$ cat src/rtl/commit_unit.sv
// commit_unit: retirement stage behind the reorder buffer.
//   Accepts one retiring entry per cycle and, one cycle later, drives the
//   register-file write, the branch-predictor update and, on a mispredict,
//   a single-cycle clear_branch_out pulse together with the fetch redirect.
//   After a mispredict, the next FLUSH_CYCLES commits are dropped because they
//   are younger, wrong-path entries.
// Ports:
//   clk_in, rst_in (sync, active high), rdy_in (low = freeze everything)
//   commit_en_in, instr_id_in, rd_in, rob_pos_in, res_in,
//   jump_en_in, jump_a_in, pc_in, bp_in           : retiring entry
//   rf_wr_en/rd/data/rob_pos_out                  : register file write
//   bp_upd_en/pc/taken_out                        : predictor training
//   clear_branch_out, redirect_pc_out             : flush pulse + new fetch PC
//   perf_commit_cnt_out, perf_mispred_cnt_out     : performance counters
// Optional feature: define COMMIT_PERF_CNT_EN to build the performance
//   counters. When it is undefined, both counter ports are tied to zero.
module commit_unit #(
  parameter int ROB_IDX_W    = 4,
  parameter int INSTR_ID_W   = 6,
  parameter int REG_IDX_W    = 5,
  parameter int WORD_W       = 32,
  parameter int ADDR_W       = 32,
  parameter int BR_ID_LO     = 5,
  parameter int BR_ID_HI     = 10,
  parameter int FLUSH_CYCLES = 2
) (
  input  logic                  clk_in,
  input  logic                  rst_in,
  input  logic                  rdy_in,
  input  logic                  commit_en_in,
  input  logic [INSTR_ID_W-1:0] instr_id_in,
  input  logic [REG_IDX_W-1:0]  rd_in,
  input  logic [ROB_IDX_W-1:0]  rob_pos_in,
  input  logic [WORD_W-1:0]     res_in,
  input  logic                  jump_en_in,
  input  logic [ADDR_W-1:0]     jump_a_in,
  input  logic [ADDR_W-1:0]     pc_in,
  input  logic                  bp_in,
  output logic                  rf_wr_en_out,
  output logic [REG_IDX_W-1:0]  rf_wr_rd_out,
  output logic [WORD_W-1:0]     rf_wr_data_out,
  output logic [ROB_IDX_W-1:0]  rf_wr_rob_pos_out,
  output logic                  bp_upd_en_out,
  output logic [ADDR_W-1:0]     bp_upd_pc_out,
  output logic                  bp_upd_taken_out,
  output logic                  clear_branch_out,
  output logic [ADDR_W-1:0]     redirect_pc_out,
  output logic [31:0]           perf_commit_cnt_out,
  output logic [31:0]           perf_mispred_cnt_out
);

  localparam int CNT_W = (FLUSH_CYCLES > 1) ? $clog2(FLUSH_CYCLES) : 1;

  typedef enum logic {ST_IDLE, ST_FLUSH} state_t;

  state_t                r_state, w_state_nxt;
  logic [CNT_W-1:0]      r_flush_cnt, w_flush_cnt_nxt;

  logic                  r_rf_en, w_rf_en_nxt;
  logic [REG_IDX_W-1:0]  r_rf_rd, w_rf_rd_nxt;
  logic [WORD_W-1:0]     r_rf_data, w_rf_data_nxt;
  logic [ROB_IDX_W-1:0]  r_rf_pos, w_rf_pos_nxt;
  logic                  r_bp_en, w_bp_en_nxt;
  logic [ADDR_W-1:0]     r_bp_pc, w_bp_pc_nxt;
  logic                  r_bp_taken, w_bp_taken_nxt;
  logic                  r_clear, w_clear_nxt;
  logic [ADDR_W-1:0]     r_redirect, w_redirect_nxt;

  logic                  w_accept;
  logic                  w_mispred;
  logic                  w_is_branch;

  assign w_accept    = commit_en_in && (r_state == ST_IDLE);
  assign w_mispred   = w_accept && (jump_en_in != bp_in);
  assign w_is_branch = (instr_id_in >= INSTR_ID_W'(BR_ID_LO)) &&
                       (instr_id_in <= INSTR_ID_W'(BR_ID_HI));

  always_comb begin
    // Strobes default low; data and address fields keep their last values.
    w_state_nxt     = r_state;
    w_flush_cnt_nxt = r_flush_cnt;
    w_rf_en_nxt     = 1'b0;
    w_rf_rd_nxt     = r_rf_rd;
    w_rf_data_nxt   = r_rf_data;
    w_rf_pos_nxt    = r_rf_pos;
    w_bp_en_nxt     = 1'b0;
    w_bp_pc_nxt     = r_bp_pc;
    w_bp_taken_nxt  = r_bp_taken;
    w_clear_nxt     = 1'b0;
    w_redirect_nxt  = r_redirect;
    unique case (r_state)
      ST_IDLE: begin
        if (commit_en_in) begin
          w_rf_en_nxt    = (rd_in != '0);
          w_rf_rd_nxt    = rd_in;
          w_rf_data_nxt  = res_in;
          w_rf_pos_nxt   = rob_pos_in;
          w_bp_en_nxt    = w_is_branch;
          w_bp_pc_nxt    = pc_in;
          w_bp_taken_nxt = jump_en_in;
          if (w_mispred) begin
            w_clear_nxt     = 1'b1;
            w_redirect_nxt  = jump_en_in ? jump_a_in : (pc_in + ADDR_W'(4));
            w_state_nxt     = ST_FLUSH;
            w_flush_cnt_nxt = CNT_W'(FLUSH_CYCLES - 1);
          end
        end
      end
      ST_FLUSH: begin
        // Wrong-path commits are dropped, including one arriving on the exit edge.
        if (r_flush_cnt == '0) begin
          w_state_nxt = ST_IDLE;
        end else begin
          w_flush_cnt_nxt = r_flush_cnt - CNT_W'(1);
        end
      end
      default: w_state_nxt = ST_IDLE;
    endcase
  end

  always_ff @(posedge clk_in) begin
    if (rst_in) begin
      r_state     <= ST_IDLE;
      r_flush_cnt <= '0;
      r_rf_en     <= 1'b0;
      r_rf_rd     <= '0;
      r_rf_data   <= '0;
      r_rf_pos    <= '0;
      r_bp_en     <= 1'b0;
      r_bp_pc     <= '0;
      r_bp_taken  <= 1'b0;
      r_clear     <= 1'b0;
      r_redirect  <= '0;
    end else if (rdy_in) begin
      r_state     <= w_state_nxt;
      r_flush_cnt <= w_flush_cnt_nxt;
      r_rf_en     <= w_rf_en_nxt;
      r_rf_rd     <= w_rf_rd_nxt;
      r_rf_data   <= w_rf_data_nxt;
      r_rf_pos    <= w_rf_pos_nxt;
      r_bp_en     <= w_bp_en_nxt;
      r_bp_pc     <= w_bp_pc_nxt;
      r_bp_taken  <= w_bp_taken_nxt;
      r_clear     <= w_clear_nxt;
      r_redirect  <= w_redirect_nxt;
    end
  end

  assign rf_wr_en_out      = r_rf_en;
  assign rf_wr_rd_out      = r_rf_rd;
  assign rf_wr_data_out    = r_rf_data;
  assign rf_wr_rob_pos_out = r_rf_pos;
  assign bp_upd_en_out     = r_bp_en;
  assign bp_upd_pc_out     = r_bp_pc;
  assign bp_upd_taken_out  = r_bp_taken;
  assign clear_branch_out  = r_clear;
  assign redirect_pc_out   = r_redirect;

`ifdef COMMIT_PERF_CNT_EN
  logic [31:0] r_perf_commit;
  logic [31:0] r_perf_mispred;

  always_ff @(posedge clk_in) begin
    if (rst_in) begin
      r_perf_commit  <= '0;
      r_perf_mispred <= '0;
    end else if (rdy_in) begin
      if (w_accept)  r_perf_commit  <= r_perf_commit + 32'd1;
      if (w_mispred) r_perf_mispred <= r_perf_mispred + 32'd1;
    end
  end

  assign perf_commit_cnt_out  = r_perf_commit;
  assign perf_mispred_cnt_out = r_perf_mispred;
`else
  assign perf_commit_cnt_out  = '0;
  assign perf_mispred_cnt_out = '0;
`endif

endmodule

$ cat config.mk
export PLATFORM = sky130hd
export DESIGN_NAME = commit_unit
export DESIGN_NICKNAME = d
export VERILOG_FILES = /design/src/rtl/commit_unit.sv
export SDC_FILE = /design/constraint.sdc
export NUM_CORES = 1
export LEC_CHECK = 0
export ABC_CLOCK_PERIOD_IN_PS = 2200
export CAP_MARGIN = 20
export CORE_ASPECT_RATIO = 0.5
export CORE_MARGIN = 10
export CORE_UTILIZATION = 39
export CTS_BUF_LIST = sky130_fd_sc_hd__clkbuf_16
export DETAILED_ROUTE_END_ITERATION = 10
export GPL_TIMING_DRIVEN = 0
export HOLD_SLACK_MARGIN = 0.12
export MAX_ROUTING_LAYER = met4
export PLACE_DENSITY = 0.81
export SETUP_SLACK_MARGIN = 0.02
export SLEW_MARGIN = 20
export SYNTH_ARGS = -nofsm -noshare
export SYNTH_HDL_FRONTEND = slang
export SYNTH_SLANG_ARGS = --single-unit
export TNS_END_PERCENT = 10
$ cat constraint.sdc
create_clock -name clk_in -period 2.2 [get_ports clk_in]
set_clock_uncertainty 0.05 [all_clocks]
set_input_delay 0.44 -clock clk_in [delete_from_list [all_inputs] [get_ports clk_in]]
set_output_delay 0.44 -clock clk_in [all_outputs]
set_load 0.005 [all_outputs]
==> results.toml <==
[sta]
setup_viol = 0
fin_crit_sh_pct = 94.7
grt_setup_unrepaired = "no"
finalWorstPathRequiredPeriod_ps = 2080
max_slew_headroom_pct = 62.2
finalMaxSlewViolations = 0
hold_viol_final = 0
timing.final.ws_setup_ps = 117
worst-slew-pin-transition_ps = 567
maxClockFrequency_mhz = 480

[detailed_routing]
detail-route-antenna-nets = 0
dr_total_vias = 5479
vias_per_cell = 4.80
route.detailed.drc = 0
totalWireLength_um = 20000
dr.pass1.iters = 5
routed_wire_length_per_instance_um = 17.5
drt_iter0_drc = 382

[placed_design]
placement.cell_area_um2 = 7920
place.detailed.instances = 1123
detailedPlace.worstSlack_ps = -573
dpl_wire_length_um = 16000
io_buffers = 222
gp_routability_congestion = 0.869

[critical_path]
criticalPathCategory = "input pin to flip-flop"
reg2reg_from = "r_state"
cp.required_ps = 2370
crit_path_frequent_cell = "nand4_1"
timing.reg2reg.setup_slack_ps = 400
ff2ff_path_depth = 6
max_stage_delay_ps = 620
path_cells = "clkdlybuf4s50_1 -> nand4_1 -> nor3_4 -> buf_4 -> nand4_1 -> xor2_1 -> o22ai_1"
worstSetupEndpointType = "flip-flop"
r2r_end = "redirect_pc_out[9]"
critical_path_arrival_ps = 2250
crit_path_top_delay_cell = "clkdlybuf4s50_1"
critical_path.startpoint_type = "input pin"
cp_max_fo = 7

[yosys]
synth_sequential_area_ratio_pct = 42.3
netlist_area_um2 = 5250
yosys_most_used_dff = "dfxtp_1"
fraction_of_synthesis_flops_using_an_asynchronous_set_or_reset_pin_pct = 0
netlist.top_cell.by_area = "dfxtp_1"
synthesis.area_per_instance_um2 = 7.86
number_of_enable_flip_flop_cells_after_synthesis = 0
synth.top_cells.by_area = "dfxtp_1, nand2_1, a21oi_1"
synthesis.instances = 668
synth.lib_cells_used.distinct = 50
synth-warning-count = 0
synthDominantCellAreaShare_pct = 42.3
synth.ff_latch_count = 111

[power_and_ir_drop]
swShare_pct = 25.4
power_frac_clock_pct = 36.0
irDropWorstVdd_mv = 0.351
power_density_nw_per_um2 = 583
p_sw_uw = 1230
comb_power_share_pct = 19.7
p_leak_uw = 0.00331
p_int_uw = 3620
share_seq_of_total_power_pct = 44.3

[worst_hold_path]
worstHoldPathCells = 3
timing.hold.worst.start = "pc_in[4]"
worstHoldPathType = "input pin to flip-flop"
min_delay_worst_endpoint = "bp_upd_pc_out[4]"

[die]
start_util_pct = 40.7
io-pin-count = 290
rows = 29
floorplan.die.height_um = 102
die_width_um = 184
die_area_um2 = 18800
core_region_um2 = 12900

[global_routing]
gr-usage-met2_pct = 36.8
initial_antenna_violation_count = 1
grt_first_pass_wirelength_um = 29200
grt_use_total_pct = 20.1
via_count_of_the_first_global_routing_pass = 5339
grt.met3_usage_pct = 4.92
globalRoute.totalOverflow = 0
grt_max_degree = 18
grt_most_used_layer = "met2"
grt.met1_usage_pct = 22.3

[cells_and_area]
fin_cells = 1142
areaGrowthSynthToFinish_pct = 58.6
proportion_of_layout_cells_with_a_drive_suffix_above_1_pct = 11.5
number_of_inserted_filler_cells_in_the_final_layout = 1106
finalInstanceArea_um2 = 8330
layout.nets = 1084

[clock_network]
clock_sink_count = 111
htree_levels = 3
cts-root-to-sink-buffers = 2
cts_made_buffers = 9
clock_tree_from_tritoncts = "done"
cts_root_buffer = "clkbuf_16"
clock_latency_ps = 350
worst_setup_hold_path_clk_slew_ps = 70

[run]
drv_cap = 0

[outcome]
outcome = "complete, no violations"
-- cells in the final DEF (no fill, tap or decap), types with 3 or more instances in the layout --
cell and instances:
xnor2_1 16, and3_1 12, clkbuf_4 5, o21ai_0 19, dfxtp_1 111, a21oi_1 100, dlymetal6s2s_1 8, inv_1 3
clkbuf_1 27, clkbuf_16 9, buf_4 66, nor3_1 4, a211oi_1 5, a221oi_1 8, nand2_1 182, conb_1 64
clkbuf_2 4, clkbuf_8 3, o22ai_1 10, nor2_1 13, buf_2 3, nand3_1 13, and4_1 3, mux2i_1 4
clkdlybuf4s50_1 210, nand4_1 9, dlygate4sd2_1 3, xor2_1 12
-- per-stage QoR --
stage                     power [µW]  hold slack, ps  utilization (%)  setup TNS (ps)
after floorplan                 2590             387                -               0
after global placement          3110             389             61.3          -31690
after detailed placement        3130             396             61.3          -35540
after CTS                       4860             367             64.0               0
after global routing            5040             400             64.5               0
final                           4860             373             64.5               0
-- worst max-delay path, delay by kind of cell --
kind / cells / cell delay, ps
buffers and inverters: 2 / 800
AND/OR/NAND/NOR: 3 / 700
XOR/XNOR: 1 / 220
AO/OA/AOI/OAI: 1 / 90
-- kinds of logic after synthesis --
group,synth area share [%]
xor gates and xnor gates,4.84
and+or+nand+nor,22.0
buffers and inverters,13.6
other,0.0714
adders and majority gates,0.238
muxes,0.762
DFF,42.3
AOI/OAI and AO/OA,16.1
-- power by group through the flow --
stage	combinational (µW)	clock, µW	sequential, µW
6_report	956	1750	2150
3_3_place_gp	918	0	2190
5_1_grt	1030	1850	2160
2_1_floorplan	388	0	2200
4_1_cts	939	1770	2150
3_5_place_dp	931	0	2200
-- state kept, by name, indices dropped and copies added (netlist names) --
signal             count
bp_upd_en_out          1
bp_upd_pc_out         32
bp_upd_taken_out       1
clear_branch_out       1
r_flush_cnt            1
r_state                1
redirect_pc_out       32
rf_wr_data_out        32
rf_wr_en_out           1
rf_wr_rd_out           5
rf_wr_rob_pos_out      4
-- metal layers --
layer | part of all wire, % | wire length, µm
met5 | 0 | 0
met4 | 1.0 | 201
met3 | 7.2 | 1450
met2 | 52 | 10300
met1 | 40 | 8050
-- worst max path at each step --
| stage | start | end | cells after the start |
|---|---|---|---|
| 2_1_floorplan | pc_in[2] | redirect_pc_out[26] | 7 |
| 3_3_place_gp | pc_in[2] | redirect_pc_out[18] | 7 |
| 3_5_place_dp | rdy_in | rf_wr_data_out[7] | 7 |
| 4_1_cts | pc_in[7] | redirect_pc_out[26] | 7 |
| 5_1_grt | pc_in[2] | redirect_pc_out[26] | 8 |
| 6_report | pc_in[17] | redirect_pc_out[25] | 7 |
-- synth_stat cells, drive strengths merged, types with 3 or more instances --
cell	count
and3	13
and2	3
xnor2	16
a221oi	9
nor3	7
nor4	3
xor2	13
a211oi	5
mux2i	4
a21oi	100
and4	4
inv	3
clkbuf	36
buf	70
nand4	10
nand2	184
o21ai	19
dfxtp	111
o22ai	10
nor2	13
nand3	13
-- repair_timing --
item                       in CTS  in global routing
hold endpoints to repair        0                  0
setup buffers                   0                  2
gates resized for setup        14                 25
pin swaps                       0                  2
setup endpoints to repair      57                 71
hold buffers                    0                  0
-- layout make-up --
class | count | area, µm² | area share [%]
diodes | 1 | 2.50 | 0.0300
flip-flops and latches | 111 | 2220 | 26.7
clock buffers | 9 | 225 | 2.70
plain buffers | 108 | 718 | 8.62
repair buffers | 224 | 2250 | 27.0
well taps | 170 | 213 | 2.55
multi-input cells | 509 | 2600 | 31.2
clock inverters | 7 | 86.3 | 1.04
inverters | 3 | 11.3 | 0.135
(Power assumes the default switching activity.)
